**src/rtl/interrupt_sequencer_pkg.sv**
```systemverilog
`default_nettype none
// ============================================================================
// Module      : interrupt_sequencer_pkg
// Description : Shared source encoding, sequence cycle numbers, push-select
//               codes and default vector addresses for the interrupt sequencer.
// Revision    : 1.0 - initial release
// ============================================================================
package interrupt_sequencer_pkg;

    typedef enum logic [1:0] {
        SRC_NONE = 2'd0,
        SRC_RES  = 2'd1,
        SRC_NMI  = 2'd2,
        SRC_IRQ  = 2'd3
    } src_t;

    localparam logic [2:0] CYC_IDLE     = 3'd0;
    localparam logic [2:0] CYC_OPCODE   = 3'd1;
    localparam logic [2:0] CYC_DUMMY    = 3'd2;
    localparam logic [2:0] CYC_PUSH_PCH = 3'd3;
    localparam logic [2:0] CYC_PUSH_PCL = 3'd4;
    localparam logic [2:0] CYC_PUSH_P   = 3'd5;
    localparam logic [2:0] CYC_VECLO    = 3'd6;
    localparam logic [2:0] CYC_VECHI    = 3'd7;

    localparam logic [1:0] PUSH_SEL_PCH = 2'd0;
    localparam logic [1:0] PUSH_SEL_PCL = 2'd1;
    localparam logic [1:0] PUSH_SEL_P   = 2'd2;

    localparam logic [15:0] NMI_VEC_DEFAULT = 16'hFFFA;
    localparam logic [15:0] RES_VEC_DEFAULT = 16'hFFFC;
    localparam logic [15:0] IRQ_VEC_DEFAULT = 16'hFFFE;

endpackage
`default_nettype wire

```
**src/rtl/int_priority_select.sv**
```systemverilog
`default_nettype none
// ============================================================================
// Module      : int_priority_select
// Description : Combinational arbitration of res > nmi > unmasked irq.
// Revision    : 1.0 - initial release
// ============================================================================
module int_priority_select
    import interrupt_sequencer_pkg::*;
(
    input  logic res,
    input  logic nmi,
    input  logic irq,
    input  logic iFlag,
    output src_t src
);

    always_comb begin
        src = SRC_NONE;
        if (res)
            src = SRC_RES;
        else if (nmi)
            src = SRC_NMI;
        else if (irq && !iFlag)
            src = SRC_IRQ;
    end

endmodule
`default_nettype wire

```
**src/rtl/interrupt_sequencer.sv**
```systemverilog
`default_nettype none
// ============================================================================
// Module      : interrupt_sequencer
// Description : Runs the 7-cycle 6502 interrupt/reset sequence at instruction
//               boundaries and issues the per-source acknowledge pulses.
// Revision    : 1.0 - initial release
// ============================================================================
module interrupt_sequencer
    import interrupt_sequencer_pkg::*;
#(
    parameter logic [15:0] NMI_VEC = NMI_VEC_DEFAULT,
    parameter logic [15:0] RES_VEC = RES_VEC_DEFAULT,
    parameter logic [15:0] IRQ_VEC = IRQ_VEC_DEFAULT
)
(
    input  logic        phi1,
    input  logic        rstAll,
    input  logic        nmi,
    input  logic        irq,
    input  logic        res,
    input  logic        iFlag,
    input  logic        instrBoundary,
    input  logic        RDYout,
    output logic        intActive,
    output logic [2:0]  seqCycle,
    output logic        pushEn,
    output logic [1:0]  pushSel,
    output logic        vecRead,
    output logic [15:0] vectorAddr,
    output logic        setI,
    output logic        nmiHandled,
    output logic        irqHandled,
    output logic        resHandled
);

    src_t       req_src;
    src_t       src_q,         src_d;
    logic [2:0] seq_cycle_q,   seq_cycle_d;
    logic       nmi_handled_q, nmi_handled_d;
    logic       irq_handled_q, irq_handled_d;
    logic       res_handled_q, res_handled_d;
    logic       is_push_cycle;
    logic       is_write;
    logic       stall;
    logic [15:0] vector_base;

    int_priority_select u_priority (
        .res   (res),
        .nmi   (nmi),
        .irq   (irq),
        .iFlag (iFlag),
        .src   (req_src)
    );

    // A reset sequence turns the three push slots into reads, so they can stall.
    always_comb begin
        is_push_cycle = (seq_cycle_q >= CYC_PUSH_PCH) && (seq_cycle_q <= CYC_PUSH_P);
        is_write      = is_push_cycle && (src_q != SRC_RES);
        stall         = !RDYout && (seq_cycle_q != CYC_IDLE) && !is_write;
    end

    always_comb begin
        seq_cycle_d   = seq_cycle_q;
        src_d         = src_q;
        nmi_handled_d = 1'b0;
        irq_handled_d = 1'b0;
        res_handled_d = 1'b0;

        if (seq_cycle_q == CYC_IDLE) begin
            if (instrBoundary && (req_src != SRC_NONE)) begin
                seq_cycle_d = CYC_OPCODE;
                src_d       = req_src;
            end
        end else if (res && (src_q != SRC_RES)) begin
            seq_cycle_d = CYC_OPCODE;
            src_d       = SRC_RES;
        end else begin
            // NMI may take over an IRQ sequence only before its vector is fetched.
            if ((src_q == SRC_IRQ) && nmi && (seq_cycle_q <= CYC_PUSH_P))
                src_d = SRC_NMI;

            if (!stall) begin
                if (seq_cycle_q == CYC_VECHI) begin
                    nmi_handled_d = (src_q == SRC_NMI);
                    irq_handled_d = (src_q == SRC_IRQ);
                    res_handled_d = (src_q == SRC_RES);
                    seq_cycle_d   = CYC_IDLE;
                    src_d         = SRC_NONE;
                    if (instrBoundary && (req_src != SRC_NONE)) begin
                        seq_cycle_d = CYC_OPCODE;
                        src_d       = req_src;
                    end
                end else begin
                    seq_cycle_d = seq_cycle_q + 3'd1;
                end
            end
        end
    end

    always_ff @(posedge phi1 or posedge rstAll) begin
        if (rstAll) begin
            seq_cycle_q   <= CYC_IDLE;
            src_q         <= SRC_NONE;
            nmi_handled_q <= 1'b0;
            irq_handled_q <= 1'b0;
            res_handled_q <= 1'b0;
        end else begin
            seq_cycle_q   <= seq_cycle_d;
            src_q         <= src_d;
            nmi_handled_q <= nmi_handled_d;
            irq_handled_q <= irq_handled_d;
            res_handled_q <= res_handled_d;
        end
    end

    always_comb begin
        case (src_q)
            SRC_RES: vector_base = RES_VEC;
            SRC_NMI: vector_base = NMI_VEC;
            SRC_IRQ: vector_base = IRQ_VEC;
            default: vector_base = 16'h0000;
        endcase
    end

    always_comb begin
        pushSel = PUSH_SEL_PCH;
        if (is_write) begin
            case (seq_cycle_q)
                CYC_PUSH_PCL: pushSel = PUSH_SEL_PCL;
                CYC_PUSH_P:   pushSel = PUSH_SEL_P;
                default:      pushSel = PUSH_SEL_PCH;
            endcase
        end
    end

    always_comb begin
        vectorAddr = 16'h0000;
        if (seq_cycle_q == CYC_VECLO)
            vectorAddr = vector_base;
        else if (seq_cycle_q == CYC_VECHI)
            vectorAddr = vector_base + 16'd1;
    end

    assign seqCycle   = seq_cycle_q;
    assign intActive  = (seq_cycle_q != CYC_IDLE);
    assign pushEn     = is_write;
    assign vecRead    = (seq_cycle_q == CYC_VECLO) || (seq_cycle_q == CYC_VECHI);
    assign setI       = (seq_cycle_q == CYC_VECLO);
    assign nmiHandled = nmi_handled_q;
    assign irqHandled = irq_handled_q;
    assign resHandled = res_handled_q;

endmodule
`default_nettype wire

```
**config.mk**
```make
export PLATFORM = sky130hd
export DESIGN_NAME = interrupt_sequencer
export DESIGN_NICKNAME = d
export VERILOG_FILES = /design/src/rtl/interrupt_sequencer_pkg.sv /design/src/rtl/int_priority_select.sv /design/src/rtl/interrupt_sequencer.sv
export SDC_FILE = /design/constraint.sdc
export NUM_CORES = 1
export LEC_CHECK = 0
export ABC_AREA = 1
export BUFFER_PORTS_ARGS = -buffer_cell sky130_fd_sc_hd__buf_4
export CORE_UTILIZATION = 47
export CTS_BUF_LIST = sky130_fd_sc_hd__clkbuf_4 sky130_fd_sc_hd__clkbuf_8
export DETAILED_ROUTE_END_ITERATION = 10
export PLACE_DENSITY = 0.81
export SYNTH_ARGS = -nofsm -noshare
export SYNTH_HDL_FRONTEND = slang
export SYNTH_SLANG_ARGS = --single-unit
```
**constraint.sdc**
```tcl
create_clock -name phi1 -period 2.2 [get_ports phi1]
set_input_delay 0.44 -clock phi1 [delete_from_list [all_inputs] [get_ports phi1]]
set_output_delay 0.44 -clock phi1 [all_outputs]
set_load 0.005 [all_outputs]
```
==> results of run 1 <==
==> worst max-delay path by stage <==
stage                     end  slack (ps)  cells past startpoint
2_1_floorplan  vectorAddr[10]         100                      6
3_3_place_gp   vectorAddr[11]         170                      6
3_5_place_dp   vectorAddr[13]         130                      6
4_1_cts        vectorAddr[10]          20                      7
5_1_grt         vectorAddr[7]           6                      6
6_report       vectorAddr[10]          70                      6
==> Yosys cell counts, drive strengths merged <==
master	n
a21oi	6
nand3	9
nor4	1
nand2	27
dfrtp	8
nor3	2
nor2	8
ha	6
o21ai	7
or2	2
inv	20
buf	12
==> kinds of logic after synthesis <==
| group | count (synthesis) | synth area share (%) |
|---|---|---|
| AOI/OAI and AO/OA | 13 | 10.1 |
| and+or+nand+nor | 49 | 31.5 |
| buffers and inverters | 32 | 21.9 |
| adders and majority gates | 6 | 9.95 |
| DFF | 8 | 26.5 |
==> timing repair <==
action / CTS / global route
setup endpoints to repair: 13 / 13
hold buffers: 0 / 0
pin swaps: 0 / 3
buffers inserted: 0 / 1
gates resized for setup: 3 / 8
gates cloned: 0 / 1
==> state kept, by name, summed over array words and instances (netlist names) <==
register	count
nmiHandled	1
irqHandled	1
resHandled	1
seqCycle	3
src_q	2
==> cell type report <==
cell class                      count  area, um^2
Inverter                           20        77.6
Sequential cell                     8         200
Tap cell                           16        20.0
Multi-Input combinational cell     69         428
Clock buffer                        3        22.5
Fill cell                         123         458
Timing Repair Buffer               40         300
==> metal layers <==
metal  GRT usage, %  vias up  share of wire (%)
li1               -      391                  -
met1           26.4      348                 41
met2           35.0       38                 49
met3           5.17        5                7.2
met4           9.38        0                2.1
met5              0        -                  0
==> stage by stage <==
step	area [um^2]	total power, uW	cells	hold slack [ps]
2_1_floorplan	754	677	108	256
3_3_place_gp	977	878	151	414
3_5_place_dp	977	889	151	416
4_1_cts	1000	1010	154	135
5_1_grt	1050	1140	156	146
6_report	1050	1030	156	122
==> power by group through the flow <==
stage,Clock (uW),Sequential (uW),Combinational [uW]
floorplan,0,233,445
global placement,0,214,664
detailed placement,0,218,671
CTS,116,215,679
global route,128,218,790
finish,115,216,701
==> metrics, run 1 <==
Buf/Inv on CP=2; Root Driver=clkbuf_4; Flop pwr share=20.9%; first-pass GRT wire length=2.79 mm; combinational share of power=roughly two thirds; detail-routed net length per standard cell=roughly 11 um; CTS sink cnt=8; Seq/Total Area, Yosys=between 20% and 30%; synth-to-layout area growth=39.0%; Iteration-0 DRC Markers=19; post-synth top area cell=dfrtp_1; CP Launch Type=flip-flop; Static Leak=0.000624 uW; setup ws final=70.6 ps; clk_lat worst skew=260 ps; Final Cycle Share=96.8%; CP startpoint=seqCycle[0]; ant diodes=0; drt drc=0; ANT nets after route=0; Setup CP Type=reg2out; Net Count, Synth=122; Internal=around 540 uW; WL final=1.68 mm; RSZ-0062 raised after global routing=no; Pre-Repair DR Iteration Count=4; IO Port Bufs=35; CP Cell Sequence=ha_1, ha_2, inv_4, a21oi_4, or2_4, buf_4; proportion of power drawn by the clock network=roughly 11%; flop2flop setup slack=470 ps; Worst Skew=14.6 ps; run status=complete, no violations; commonest non-fill, non-tap cells in the layout=40 x buf_4, 22 x nand2_1, 13 x inv_1; Die Y=42.1 um; Overflow after GRT=0; Sw Pwr=between 400 and 500 uW; Netlist cell types=19; vias in the first global route=650; row count=14; worst-margin pin slew=between 300 and 400 ps; Setup TNS=0 ps; total vias in the final route=782; die footprint=1770 um^2; layout cells sized above 1=45.7%; area of the core=between 1500 and 2000 um^2; post-layout util=69.6%; maximum VDD drop=about 0.65 mV; synthesized cell area=roughly 750 um^2; max incr delay on CP=between 300 and 400 ps; max-slew violations=0; Syn Inst Count=between 100 and 150; reg2reg start=seqCycle[1]; DP HPWL=1.35 mm; CTS tree=done; Die W=42.1 um; reg2reg path depth=12; hold crit path type=in2async; worst path required time=1760 ps; Clock Path Buffers=2; Boundary Pins=36; reg2reg end=src_q[1]; clock-pin slew of the registers on the worst-case setup and hold paths=around 60 ps; crit path max fanout=7; max cap viols=0; final net count=between 150 and 200; post-layout min period=approximately 2100 ps; aggregate global-route resource usage=a little over a fifth; highest clock rate=0.470 GHz; vias per cell=5.01; top post-synthesis cells by area=dfrtp_1 27%, buf_4 12%, nand2_1 11%, ha_1 10%, inv_1 7.5%; post-synth top area share=26.5%; Avg Cell Area, Syn=6.99 um^2; cell family contributing the most delay on the critical path=adder cells; worst slack, placed=around 130 ps; Slew headroom=78.8%; CP arrival=1690 ps; Hold Violations, Final=0; CTS Buf Count=3; Initial Utilization=50.1%; crit end category=output port; most common cell after layout, fill and taps aside=buf_4; Final Wtd Congestion=0.885; initial antenna violation count=0; htree depth=1; Sw Share=between 40 and 50%; Setup Viol. Count Final=0; synth warn=0; #FFs+latches synth=8; Crit-path slowest cell=dfrtp_1; pwr/cell area=984 nW/um^2; largest net degree at the start of global routing=14
Power figures use the tool's default switching activity.
==> run 2: changes to the inputs <==
- ABC_AREA: 1 -> 0
- BUFFER_PORTS_ARGS: -buffer_cell sky130_fd_sc_hd__buf_4 -> -buffer_cell sky130_fd_sc_hd__buf_2
==> run 2 against run 1 <==
Utilization shrank 6.1 points; cell area decreased by 7.6%; non-clock buffer count up 3; largest cell class unchanged; die area is 2.2% higher; worst hold slack gained 5.4 ps; synthesized cell count fell by 19%; sequential share of layout area grew 1.8 points; combinational power up 25%; wire length grew 12%; maximum frequency shrank 1.4%.
==> metrics, run 2 <==
run status=complete, no violations (unchanged); Avg Cell Area, Syn=8.77 um^2 (was 6.99 um^2); first-pass GRT wire length=3.17 mm (was 2.79 mm); hold buffers post-CTS=0 (unchanged); ant diodes=0 (unchanged); IO Port Bufs=35 (unchanged); Setup Viol. Count Final=0 (unchanged); ANT nets after route=0 (unchanged); clk_lat worst skew=250 ps (was 260 ps); fin cells=134 (was 156); Die W=42.5 um (was 42.1 um); Root Driver=clkbuf_4 (unchanged); Boundary Pins=36 (unchanged); Static Leak=0.000554 uW (was 0.000624 uW); aggregate global-route resource usage=22.8% (was 21.3%); most common library cells after synthesis=13 x buf_4, 8 x dfrtp_1, 8 x inv_1, 6 x ha_1 (was 23 x nand2_1, 15 x inv_1, 12 x buf_4, 8 x dfrtp_1, 8 x nand3_1); crit end category=output port (unchanged); highest clock rate=0.463 GHz (was 0.470 GHz); vias in the first global route=695 (was 650); final net count=134 (was 156); Slew headroom=78.3% (was 78.8%); total vias in the final route=743 (was 782); top post-synthesis cells by area=dfrtp_1 26%, buf_4 13%, ha_1 9.7%, inv_1 3.9%, o211ai_1 3.9% (was dfrtp_1 27%, buf_4 12%, nand2_1 11%, ha_1 10%, inv_1 7.5%); DP HPWL=1.47 mm (was 1.35 mm); Final Wtd Congestion=0.840 (was 0.885); hold_ws=128 ps (was 122 ps); max-slew violations=0 (unchanged); layout cells sized above 1=49.2% (was 45.7%); most frequent cell after synthesis=buf_4 (was nand2_1); synthesized cell area=772 um^2 (was 754 um^2); CP arrival=1720 ps (was 1690 ps); hold crit path type=in2async (unchanged); max reg flops=3 (unchanged); detail-routed net length per standard cell=14.1 um (was 10.8 um); Initial Utilization=50.7% (was 50.1%); pwr/cell area=1270 nW/um^2 (was 984 nW/um^2); Syn Inst Count=88 (was 108); Setup CP Type=reg2out (unchanged); post-synth top area cell=dfrtp_1 (unchanged); most common cell after layout, fill and taps aside=buf_2 (was buf_4); maximum VDD drop=0.753 mV (was 0.653 mV); worst-margin pin slew=324 ps (was 318 ps); Layout Cell Area excl Fill=968 um^2 (was 1050 um^2); Net Count, Synth=102 (was 122); CTS tree=done (unchanged); placement-stage cell area=880 um^2 (was 977 um^2); commonest non-fill, non-tap cells in the layout=35 x buf_2, 8 x inv_1, 7 x buf_4 (was 40 x buf_4, 22 x nand2_1, 13 x inv_1); post-synth top area share=25.9% (was 26.5%); Top FF cell, synth=dfrtp_1 (unchanged); area of the core=1520 um^2 (was 1510 um^2); vias per cell=5.54 (was 5.01); Die Y=42.5 um (was 42.1 um); CTS sink cnt=8 (unchanged); post-layout util=63.5% (was 69.6%); drt drc=0 (unchanged); Clock Path Buffers=2 (unchanged); RSZ-0062 raised after global routing=yes (was no); max cap viols=0 (unchanged); Setup TNS=0 ps (unchanged); synth warn=0 (unchanged); Hold Violations, Final=0 (unchanged); worst path required time=1760 ps (about the same); Iteration-0 DRC Markers=10 (was 19); largest net degree at the start of global routing=14 (unchanged); Pre-Repair DR Iteration Count=4 (unchanged); Seq/Total Area, Yosys=25.9% (was 26.5%); Synth async-reset ratio=100% (unchanged); initial antenna violation count=0 (unchanged); synth-to-layout area growth=25.4% (was 39.0%); placed cell count=127 (was 151); htree depth=1 (unchanged); Final Cycle Share=98.2% (was 96.8%); Worst Skew=2.64 ps (was 14.6 ps); die footprint=1810 um^2 (was 1770 um^2); #FFs+latches synth=8 (unchanged); crit path max fanout=3 (was 7); Overflow after GRT=0 (unchanged); CP Launch Type=flip-flop (unchanged); clock-pin slew of the registers on the worst-case setup and hold paths=50 ps (was 60 ps); row count=14 (unchanged); Netlist cell types=38 (was 19); CTS Buf Count=3 (unchanged); post-layout min period=2160 ps (was 2130 ps); WL final=1.89 mm (was 1.68 mm); EDFF count, synth=0 (unchanged)
[run 2: layout make-up]
type / count / area (um^2)
timing repair buffer: 43 / 239
clock buffer: 3 / 22.5
inverter: 10 / 37.5
multi-input combinational: 54 / 447
sequential: 8 / 203
tap: 16 / 20.0
fill: 142 / 556
[run 2: per-layer routing]
layer | global-route usage (%) | share of wire [%]
met1 | 26.1 | 40
met2 | 42.8 | 56
met3 | 6.90 | 4.2
met4 | 1.88 | 0
met5 | 0 | 0
[run 2: critical path, cell delays in order, from the launching register on]
cell,delay [ps]
dfrtp_2,420
ha_2,200
ha_1,170
a211o_1,240
o211a_1,150
and3_1,180
buf_2,120
[run 2: stage by stage]
stage               total power [uW]  worst slack [ps]
global route                    1350             -17.2
finish                          1230              39.7
CTS                             1210              13.3
global placement                 983               183
floorplan                        835              34.4
detailed placement              1000              99.6
[run 2: kinds of logic after synthesis]
| kind of cell | after synthesis | share of synthesized area (%) |
|---|---|---|
| and+or+nand+nor | 19 | 13.3 |
| buffers and inverters | 26 | 20.1 |
| adders and majority gates | 6 | 9.72 |
| DFF | 8 | 25.9 |
| muxes | 1 | 1.30 |
| AOI/OAI and AO/OA | 28 | 29.7 |
[run 2: final timing paths]
kind                            depth (start not counted)          end   startpoint  slack (ps)
min in group phi1                                       2  seqCycle[2]          res         500
worst min-delay path                                    2     src_q[1]       rstAll         130
worst max register to register                          8  seqCycle[0]  seqCycle[0]         210
max in group asynchronous                               2  seqCycle[2]       rstAll        1820
worst max-delay path                                    6   pushSel[0]  seqCycle[0]          40
worst min register to register                          1   nmiHandled     src_q[0]         560
[run 2: where the power goes]
| part | switching (uW) | total, uW | internal (uW) |
|---|---|---|---|
| clock | 46.5 | 109 | 62.2 |
| combinational | 459 | 874 | 415 |
| sequential | 55.7 | 252 | 196 |
| total | 561 | 1230 | 673 |
[run 2: timing repair]
action	CTS	global route
gates resized for setup	6	4
setup buffers	4	0
pin swaps	3	2
endpoints found under the setup margin	14	15
